File: src/rtl/melody_sequencer_if.sv
// rtl/melody_sequencer_if.sv - control, note handshake and display signals of the melody sequencer
interface melody_sequencer_if;
  logic       start;
  logic       stop;
  logic       tempo_fast;
  logic       note_ready;
  logic [3:0] note;
  logic       note_valid;
  logic       mute;
  logic       busy;
  logic [3:0] step;
  logic       done;

  modport master (
    input  start, stop, tempo_fast, note_ready,
    output note, note_valid, mute, busy, step, done
  );

  modport slave (
    output start, stop, tempo_fast, note_ready,
    input  note, note_valid, mute, busy, step, done
  );
endinterface

File: src/rtl/melody_sequencer.sv
// rtl/melody_sequencer.sv - steps a 16-entry note ROM, hands notes to the tone generator, times notes and gaps
// Optional LOOP_PLAY_EN: restart from step 0 at end of melody instead of returning to idle.
module melody_sequencer #(
  parameter int clk_mhz              = 50,
  parameter int beat_ms              = 125,
  parameter int beat_cycles_override = 0,
  parameter int gap_beats            = 1
) (
  input  logic                 clk,
  input  logic                 reset,
  melody_sequencer_if.master   bus
);

  localparam int BEAT_CYCLES = (beat_cycles_override != 0) ? beat_cycles_override
                                                            : clk_mhz * 1000 * beat_ms;
  localparam int FAST_CYCLES = (BEAT_CYCLES / 2 > 0) ? BEAT_CYCLES / 2 : 1;
  localparam int BEAT_W      = (BEAT_CYCLES > 1) ? $clog2(BEAT_CYCLES) : 1;
  localparam logic [BEAT_W-1:0] SLOW_LAST = BEAT_W'(BEAT_CYCLES - 1);
  localparam logic [BEAT_W-1:0] FAST_LAST = BEAT_W'(FAST_CYCLES - 1);
  localparam logic [7:0]        GAP_LEN   = 8'(gap_beats);

  typedef enum logic [1:0] {S_IDLE, S_LOAD, S_PLAY, S_GAP} state_t;

  function automatic logic [3:0] rom_note(input logic [3:0] idx);
    case (idx)
      4'd0:    return 4'd1;
      4'd1:    return 4'd5;
      4'd2:    return 4'd0;
      4'd3:    return 4'd8;
      default: return 4'd0;
    endcase
  endfunction

  function automatic logic [3:0] rom_dur(input logic [3:0] idx);
    case (idx)
      4'd0:    return 4'd2;
      4'd1:    return 4'd1;
      4'd2:    return 4'd1;
      4'd3:    return 4'd4;
      default: return 4'd0;
    endcase
  endfunction

  state_t            state_q, state_d;
  logic [3:0]        step_q, step_d;
  logic              wrap_q, wrap_d;
  logic [BEAT_W-1:0] beat_q, beat_d;
  logic [7:0]        dur_q, dur_d;
  logic              tempo_q, tempo_d;
  logic [3:0]        note_q, note_d;
  logic              note_valid_q, note_valid_d;
  logic              mute_q, mute_d;
  logic              busy_q, busy_d;
  logic              done_q, done_d;

  logic [BEAT_W-1:0] beat_last;
  logic              beat_tick;
  logic              at_end;
  logic              handshake;
  logic              next_end;

  assign beat_last = tempo_q ? FAST_LAST : SLOW_LAST;
  assign beat_tick = (beat_q == beat_last);
  // Stepping past entry 15 is treated exactly like a zero-duration entry.
  assign at_end    = wrap_q || (rom_dur(step_q) == 4'd0);
  assign handshake = note_valid_q && bus.note_ready;

  always_ff @(posedge clk) begin
    if (reset) begin
      state_q      <= S_IDLE;
      step_q       <= 4'd0;
      wrap_q       <= 1'b0;
      beat_q       <= '0;
      dur_q        <= 8'd0;
      tempo_q      <= 1'b0;
      note_q       <= 4'd0;
      note_valid_q <= 1'b0;
      mute_q       <= 1'b1;
      busy_q       <= 1'b0;
      done_q       <= 1'b0;
    end else begin
      state_q      <= state_d;
      step_q       <= step_d;
      wrap_q       <= wrap_d;
      beat_q       <= beat_d;
      dur_q        <= dur_d;
      tempo_q      <= tempo_d;
      note_q       <= note_d;
      note_valid_q <= note_valid_d;
      mute_q       <= mute_d;
      busy_q       <= busy_d;
      done_q       <= done_d;
    end
  end

  always_comb begin
    state_d = state_q;
    step_d  = step_q;
    wrap_d  = wrap_q;
    beat_d  = beat_q;
    dur_d   = dur_q;
    tempo_d = tempo_q;
    case (state_q)
      S_IDLE: begin
        if (bus.start) begin
          state_d = S_LOAD;
          step_d  = 4'd0;
          wrap_d  = 1'b0;
        end
      end
      S_LOAD: begin
        if (at_end) begin
`ifdef LOOP_PLAY_EN
          state_d = S_LOAD;
          step_d  = 4'd0;
          wrap_d  = 1'b0;
`else
          state_d = S_IDLE;
`endif
        end else if (handshake) begin
          state_d = S_PLAY;
          beat_d  = '0;
          dur_d   = {4'd0, rom_dur(step_q)};
          tempo_d = bus.tempo_fast;
        end
      end
      S_PLAY, S_GAP: begin
        beat_d = beat_tick ? '0 : beat_q + BEAT_W'(1);
        if (beat_tick) begin
          if (dur_q != 8'd1) begin
            dur_d = dur_q - 8'd1;
          end else if (state_q == S_PLAY && GAP_LEN != 8'd0) begin
            state_d = S_GAP;
            dur_d   = GAP_LEN;
          end else begin
            state_d = S_LOAD;
            if (step_q == 4'd15) wrap_d = 1'b1;
            else                 step_d = step_q + 4'd1;
          end
        end
      end
      default: state_d = S_IDLE;
    endcase
    if (bus.stop) begin
      state_d = S_IDLE;
      beat_d  = '0;
      dur_d   = 8'd0;
    end
  end

  // Outputs are registered, so they are derived from the state being entered.
  always_comb begin
    next_end     = wrap_d || (rom_dur(step_d) == 4'd0);
    busy_d       = (state_d != S_IDLE);
    note_valid_d = (state_d == S_LOAD) && !next_end;
    note_d       = note_q;
    if (state_d == S_IDLE)
      note_d = 4'd0;
    else if (state_d == S_LOAD)
      note_d = next_end ? 4'd0 : rom_note(step_d);
    mute_d = !((state_d == S_PLAY) && (note_d != 4'd0));
    done_d = (state_q == S_LOAD) && at_end && !bus.stop;
  end

  assign bus.note       = note_q;
  assign bus.note_valid = note_valid_q;
  assign bus.mute       = mute_q;
  assign bus.busy       = busy_q;
  assign bus.step       = step_q;
  assign bus.done       = done_q;

endmodule

File: src/flat_wrapper.sv
// flat-port wrapper written by rule: the top's interface ports become plain ports
module melody_sequencer_flat 
#(
  parameter int clk_mhz              = 50,
  parameter int beat_ms              = 125,
  parameter int beat_cycles_override = 0,
  parameter int gap_beats            = 1
)
  (clk, reset, bus_start, bus_stop, bus_tempo_fast, bus_note_ready, bus_note, bus_note_valid, bus_mute, bus_busy, bus_step, bus_done);
  melody_sequencer_if bus_i ();
  input  logic clk;
  input  logic reset;
  input wire logic [$bits(bus_i.start)-1:0] bus_start;
  input wire logic [$bits(bus_i.stop)-1:0] bus_stop;
  input wire logic [$bits(bus_i.tempo_fast)-1:0] bus_tempo_fast;
  input wire logic [$bits(bus_i.note_ready)-1:0] bus_note_ready;
  output wire logic [$bits(bus_i.note)-1:0] bus_note;
  output wire logic [$bits(bus_i.note_valid)-1:0] bus_note_valid;
  output wire logic [$bits(bus_i.mute)-1:0] bus_mute;
  output wire logic [$bits(bus_i.busy)-1:0] bus_busy;
  output wire logic [$bits(bus_i.step)-1:0] bus_step;
  output wire logic [$bits(bus_i.done)-1:0] bus_done;
  assign bus_i.start = bus_start;
  assign bus_i.stop = bus_stop;
  assign bus_i.tempo_fast = bus_tempo_fast;
  assign bus_i.note_ready = bus_note_ready;
  assign bus_note = bus_i.note;
  assign bus_note_valid = bus_i.note_valid;
  assign bus_mute = bus_i.mute;
  assign bus_busy = bus_i.busy;
  assign bus_step = bus_i.step;
  assign bus_done = bus_i.done;
  melody_sequencer #(.clk_mhz(clk_mhz), .beat_ms(beat_ms), .beat_cycles_override(beat_cycles_override), .gap_beats(gap_beats)) u_core (.clk(clk), .reset(reset), .bus(bus_i));
endmodule
File: config.mk
export PLATFORM = sky130hd
export DESIGN_NAME = melody_sequencer_flat
export DESIGN_NICKNAME = d
export VERILOG_FILES = /design/src/rtl/melody_sequencer_if.sv /design/src/rtl/melody_sequencer.sv /design/src/flat_wrapper.sv
export SDC_FILE = /design/constraint.sdc
export NUM_CORES = 1
export LEC_CHECK = 0
export ABC_AREA = 1
export CORE_MARGIN = 4
export CORE_UTILIZATION = 58
export CTS_CLUSTER_DIAMETER = 120
export DETAILED_ROUTE_END_ITERATION = 10
export DONT_BUFFER_PORTS = 1
export PLACE_DENSITY = 0.84
export SYNTH_ARGS = -nofsm -noshare
export SYNTH_HDL_FRONTEND = slang
export SYNTH_SLANG_ARGS = --single-unit
File: constraint.sdc
create_clock -name clk -period 1.86 [get_ports clk]
set_input_delay 0.186 -clock clk [delete_from_list [all_inputs] [get_ports clk]]
set_output_delay 0.186 -clock clk [all_outputs]
set_load 0.02 [all_outputs]
# Word level (Yosys, flattened, before mapping)
# Index checks and enable logic that the tools add are counted.
# W data, S select, Z words.
[word_totals]
in_bits = 6
output_inout_bits = 12
register_bits = 47
word_cells = 96
[classes]
bitwise_logic = 1
n_reduce_logical = 26
n_addsub = 3
n_eq_ne = 18
n_mux = 37
[op_table]
columns = ["op", "n"]
rows = [
  ["$mux W23", 4],
  ["$pmux W23 S2", 1],
  ["$mux W8", 5],
  ["$mux W4", 8],
  ["$add A23 B1 Y23 const B", 1],
  ["$eq A23 B23 Y1", 1],
  ["$pmux W3 S3", 2],
  ["$eq A4 B2 Y1 const B", 4],
  ["$logic_not A4 Y1", 4],
  ["$pmux W8 S2", 1],
  ["$mux W2", 7],
  ["$pmux W4 S3", 1],
  ["$eq A4 B1 Y1 const B", 2],
  ["$ne A8 B1 Y1 const B", 1],
  ["$pmux W4 S2", 1],
  ["$reduce_or A2 Y1", 4],
  ["$sub A8 B1 Y8 const B", 1],
  ["$eq A2 B2 Y1 const B", 3],
  ["$pmux W2 S3", 1],
  ["$reduce_and A3 Y1", 2],
  ["$logic_and A1 B1 Y1", 5],
  ["$mux W1", 5],
  ["$reduce_and A5 Y1", 1],
  ["$add A4 B1 Y4 const B", 1],
  ["12 further kinds", 19],
]

# Depth between registers and ports, before layout
[depth]
ltp_word = 17
ltp_mapped = 19
mapped_depth_nobuf = 19

# Least setup slack after synthesis
# Ideal clock, no wire load.
[synth_path]
path_kind = "register to register"
startpoint = "register u_core.step_q[0], in the netlist u_core.bus.step[0]"
endpoint = "register u_core.mute_q, in the netlist u_core.bus.mute"
setup_ps = 112
synth_period_minus_slack_ps = 2134
slack_ps = -274
t_required_ps = 1748
path_stages_with_launch = 14
path_buffers = 0
arrival_time_ps = 2022
path_cell_list = "dfxtp_1 -> inv_1 -> ha_1 -> o21ai_2 -> nand3_2 -> nand3_1 -> nand2_2 -> a21oi_4 -> nand3_4 -> nor2_4 -> nand3_2 -> o21a_1 -> nand2_1 -> nand2_1"
[synth_via]
elab_chain_len = 17
word_cells_on_any_way = 42
cone_classes = "add/sub (1); eq/ne (9); mux (20); reduce/logical (12)"
[synth_lines]
columns = ["element", "line_no", "text"]
rows = [
  ["start, declared", "melody_sequencer.sv:45", "logic [3:0] step_q, step_d;"],
  ["start signal, assigned", "melody_sequencer.sv:83", "step_q <= step_d;"],
  ["$add A4 B1 Y4 or $eq A4 B4 Y1 (tied branches)", "melody_sequencer.sv:138, melody_sequencer.sv:137", ""],
  ["$mux W4", "melody_sequencer.sv:137", "if (step_q == 4'd15) wrap_d = 1'b1;"],
  ["$mux W4", "melody_sequencer.sv:132", "end else if (state_q == S_PLAY && GAP_LEN != 8'd0) begin"],
  ["$mux W4", "melody_sequencer.sv:130", "if (dur_q != 8'd1) begin"],
  ["$mux W4", "melody_sequencer.sv:129", "if (beat_tick) begin"],
  ["$pmux W4 S2", "melody_sequencer.sv:103", "case (state_q)"],
  ["$eq A4 B2 Y1 or $eq A4 B1 Y1 (tied branches)", "melody_sequencer.sv:35, melody_sequencer.sv:25", ""],
  ["$reduce_or A2 Y1 (no source line)", "n/a", ""],
  ["$pmux W3 S3", "melody_sequencer.sv:35", "case (idx)"],
  ["$logic_not A4 Y1", "melody_sequencer.sv:153", "next_end = wrap_d || (rom_dur(step_d) == 4'd0);"],
  ["$logic_or A1 B1 Y1", "melody_sequencer.sv:153", ""],
  ["$mux W4", "melody_sequencer.sv:160", "note_d = next_end ? 4'd0 : rom_note(step_d);"],
  ["$mux W4", "melody_sequencer.sv:159", "else if (state_d == S_LOAD)"],
  ["$mux W4", "melody_sequencer.sv:157", "if (state_d == S_IDLE)"],
  ["$reduce_bool A4 Y1", "melody_sequencer.sv:161", "mute_d = !((state_d == S_PLAY) && (note_d != 4'd0));"],
  ["$logic_and A1 B1 Y1 (*)", "melody_sequencer.sv:161", ""],
  ["$logic_not A1 Y1 (*)", "melody_sequencer.sv:161", ""],
  ["end signal, assigned", "melody_sequencer.sv:90", "mute_q <= mute_d;"],
  ["end, declared", "melody_sequencer.sv:52", "logic mute_q, mute_d;"],
]
# Mark *: on every way between the ends. The rest lies on a longest branch, timed or not.
# A chain may end at the register's enable or synchronous reset.

# Worst setup path in the final report
[layout_path]
startpoint = "register u_core.tempo_q"
endpoint = "register u_core.mute_q, in the netlist u_core.bus.mute"
[layout_via]
elab_chain_len = 15
word_cells_on_any_way = 27
cone_classes = "eq/ne (6); mux (13); reduce/logical (8)"
[layout_lines]
columns = ["element", "line_no", "text"]
rows = [
  ["start, declared", "melody_sequencer.sv:49", "logic tempo_q, tempo_d;"],
  ["start signal, assigned", "melody_sequencer.sv:87", "tempo_q <= tempo_d;"],
  ["$mux W23 (*)", "melody_sequencer.sv:62", "assign beat_last = tempo_q ? FAST_LAST : SLOW_LAST;"],
  ["$eq A23 B23 Y1 (*)", "melody_sequencer.sv:63", "assign beat_tick = (beat_q == beat_last);"],
  ["$mux W4", "melody_sequencer.sv:129", ""],
  ["$pmux W4 S2", "melody_sequencer.sv:103", ""],
  ["$eq A4 B2 Y1 or $eq A4 B1 Y1 (tied branches)", "melody_sequencer.sv:35, melody_sequencer.sv:25", ""],
  ["$reduce_or A2 Y1 (no source line)", "n/a", ""],
  ["$pmux W3 S3", "melody_sequencer.sv:35", ""],
  ["$logic_not A4 Y1", "melody_sequencer.sv:153", ""],
  ["$logic_or A1 B1 Y1", "melody_sequencer.sv:153", ""],
  ["$mux W4", "melody_sequencer.sv:160", ""],
  ["$mux W4", "melody_sequencer.sv:159", ""],
  ["$mux W4", "melody_sequencer.sv:157", ""],
  ["$reduce_bool A4 Y1", "melody_sequencer.sv:161", ""],
  ["$logic_and A1 B1 Y1 (*)", "melody_sequencer.sv:161", ""],
  ["$logic_not A1 Y1 (*)", "melody_sequencer.sv:161", ""],
]
# Marks and branches as above.

==> results_dict.tcl <==
set metrics [dict create \
    synth_compound_area_frac 0.123 \
    swShare 0.282 \
    cts.sink_count 47 \
    worstMarginPinSlew_ps 855 \
    drv_cap 0 \
    drc_errors 0 \
    ys_ff_latch 47 \
    die-height_um 80.4 \
    fin_ws_ps -352 \
    crit_family "simple AND/OR/NAND/NOR gates" \
    cts.htree.levels 2 \
    dr.pass1.iters 7 \
    cts.path.max_buffers 2 \
    max_freq_mhz 452 \
    violations "setup timing" \
    crit_path_max_incr_delay_ps 390 \
    hp-class "input pin to flip-flop" \
    cts_tree "built" \
    pwr-share-comb 0.141 \
    dieArea_mm2 0.00646 \
    postSynthAreaPerCell_um2 6.81 \
    antenna_cells 0 \
    switching_power_mw 0.543 \
    globalRouteOverflowTotal 0 \
    start_util 0.595 \
    skew_ps 5.35 \
    power_density_mw_per_mm2 452 \
    critPathMaxFanout 7 \
    peakVddDrop_mv 0.387 \
    synth.most_common_cell "nand2_1" \
    synth.cell_area_mm2 0.00304 \
    grt_busiest_layer "met2" \
    crit_path_end "u_core.bus.mute$_SDFF_PP1_" \
    cp_common_cell "nand2_1" \
    vias 3936 \
    leakagePower_nw 1.77 \
    synth_cell_types 41 \
    async_flop_share 0 \
    area_delta_synth_final_pct 40.5 \
    synthMuxAreaShare 0 \
    grt_setup_unrepaired "yes" \
    required_ps 2070 \
    drive_above_1_share 0.399 \
    worstSetupPathType "flip-flop to flip-flop" \
    wirelength_um 12100 \
    worstPathArrival_ps 2430 \
    die_w_um 80.4 \
    seqPwrFrac 0.533 \
    use_met2 0.488 \
    io_pins 18 \
    p_int_mw 1.38 \
    yosys-top-cells-count "nand2_1, nor2_1, dfxtp_1" \
    gp_congestion 0.939 \
    clkLatencyLatePin_ps 310 \
    wl_per_cell_um 19.9 \
    grt.total_usage 0.281 \
    total_power_mw 1.93 \
    cp-startpoint "u_core.tempo_q$_SDFFE_PP0P_" \
    tns_ps -6590 \
    r2r-end "u_core.bus.mute$_SDFF_PP1_" \
    synthTopCellsByArea "dfxtp_1, nand2_1, nor2_1" \
    synth_top_family_by_area "simple AND/OR/NAND/NOR gates" \
    grt.met3_usage 0.0527 \
    drt_iter0_drc 621 \
    layout.cells.non_filler 606 \
    clkTransAtPathRegs_ps 90 \
    rr_worst_depth 14 \
    use_met1 0.339 \
    dpl_cell_area_mm2 0.00363 \
    slew_headroom 0.428 \
    post-route-min-period_ps 2210 \
    avgViaCountPerCell 6.50 \
    startpoint_type "flip-flop" \
    hold_viol_final 0 \
    status "complete, but fails checks" \
    synthSimpleGateAreaFrac 0.427 \
    nets 548 \
    postSynthCellCount 446 \
    placed_cells 577 \
    port-buffer-count 0 \
    crit_path_end_kind "flip-flop" \
    ys_seq_area_frac 0.310 \
    synth_top_area_cell "dfxtp_1" \
    hpwlAfterDp_um 5920 \
    r2r_slack_ps -350 \
    synth_xor_xnor_area_share 0.0173 \
    synth-edff-count 0 \
    grt_pass1_wl_um 14400 \
    synthFlopType "dfxtp_1" \
    r2r-start "u_core.tempo_q$_SDFFE_PP0P_" \
    p_clk_frac 0.326 \
    grt_start_max_net_pins 14 \
    min_period_over_period 1.19 \
    synth_fa_ha_area_frac 0.0288 \
    cts_buffers 5 \
    synth_top_area_frac 0.310 \
    path_buf_inv 2 \
    rows 26 \
    maxSlewViolCount 0 \
    synthesis.nets 459 \
    antenna_found_initial 0 \
    crit_chain "nand2_1 > nand2_1 > buf_4 > nand3_1 > inv_1 > nand4_1 > nand2_1 > nand3_1 > nand2_1 > nor2_4 > nand3_2 > o21a_1 > nand2_1 > nand2_1" \
    design_area_mm2 0.00427 \
    holdWs_ps 74.8 \
    synth_warnings 0 \
    clockRootBuffer "clkbuf_8" \
    report.final.setup_viol 37 \
    path_depth 14 \
    core_region_area_mm2 0.00511 \
    antenna_left 0 \
    first_global_vias 3274 \
    slowest_stage "dfxtp_4" \
]
-- repair_timing --
action	in CTS	in global routing
setup endpoints to repair	21	37
endpoints found under the hold margin	9	0
gates resized for setup	13	93
pin swaps	6	29
hold buffers	1	0
gates cloned	0	0
setup buffers	5	15
-- worst min-delay path by stage --
| stage | end | cells past startpoint | slack, ps | startpoint |
|---|---|---|---|---|
| after CTS | u_core.bus.note[1]$_SDFF_PP0_ | 3 | 60 | bus_stop |
| final | u_core.tempo_q$_SDFFE_PP0P_ | 2 | 70 | bus_tempo_fast |
| after global placement | u_core.bus.step[1]$_SDFF_PP0_ | 1 | 250 | reset |
| after floorplan | u_core.bus.note[1]$_SDFF_PP0_ | 3 | 350 | bus_stop |
| after global routing | u_core.bus.note[1]$_SDFF_PP0_ | 3 | 70 | bus_stop |
| after detailed placement | u_core.bus.step[0]$_SDFF_PP0_ | 1 | 260 | reset |
-- cell usage in the layout, fill, tap and decap left out, drive strengths merged, types with 2 or more instances in the layout --
cell type | Yosys | routed
buf | 8 | 90
nor2 | 74 | 74
a21oi | 24 | 24
clkbuf | 1 | 6
nand2 | 116 | 116
nand4 | 14 | 14
nor3 | 10 | 10
and2 | 2 | 2
nand3 | 38 | 38
clkinv | 0 | 2
a31oi | 2 | 2
o21ai | 15 | 15
nand3b | 2 | 2
xor2 | 5 | 5
o22ai | 3 | 3
ha | 7 | 7
nor4 | 3 | 3
dfxtp | 47 | 47
a211oi | 5 | 5
nor3b | 3 | 3
inv | 57 | 57
o21a | 5 | 5
-- layout make-up --
| class | instances | area [um2] |
|---|---|---|
| Multi-Input combinational cell | 333 | 2160 |
| Sequential cell | 47 | 960 |
| Fill cell | 254 | 838 |
| Timing Repair Buffer | 91 | 752 |
| Inverter | 57 | 234 |
| Tap cell | 70 | 87.6 |
| Clock buffer | 6 | 72.6 |
| Clock inverter | 2 | 7.51 |
-- through the flow --
stage | setup slack, ps | utilization
2_1_floorplan | -5.74 | -
6_report | -352 | 0.836
3_5_place_dp | -130 | 0.712
4_1_cts | -51.6 | 0.748
3_3_place_gp | -50.9 | 0.712
5_1_grt | -420 | 0.836
-- kinds of logic (layout without fill, tap and decap cells) --
group / Yosys count / in the layout
AO/OA/AOI/OAI: 58 / 58
adder cells (fa/ha/maj): 7 / 7
AND/OR/NAND/NOR: 262 / 262
buffers and inverters: 66 / 156
XOR/XNOR: 6 / 6
flip-flops: 47 / 47
-- state kept, by name, indices dropped and copies added, names as in the netlist --
signal	cells
u_core.bus.done	1
u_core.dur_q	8
u_core.state_q	2
u_core.bus.mute	1
u_core.wrap_q	1
u_core.beat_q	23
u_core.bus.note	4
u_core.bus.note_valid	1
u_core.bus.busy	1
u_core.bus.step	4
u_core.tempo_q	1
-- power by group through the flow --
stage                     clock (mW)  combinational (mW)  sequential (mW)
after floorplan                    0               0.130             1.05
after global placement             0               0.181             1.05
after detailed placement           0               0.185             1.05
after CTS                      0.606               0.200             1.03
after global routing           0.661               0.287             1.03
final                          0.629               0.273             1.03
-- routing by layer --
layer,up-vias,share of wire,routed length (um)
li1,1632,-,-
met3,153,0.11,1320
met4,0,0.096,1160
met2,372,0.46,5530
met5,-,0,0
met1,1779,0.34,4060
Note: power is estimated with default switching activity, not from simulation.
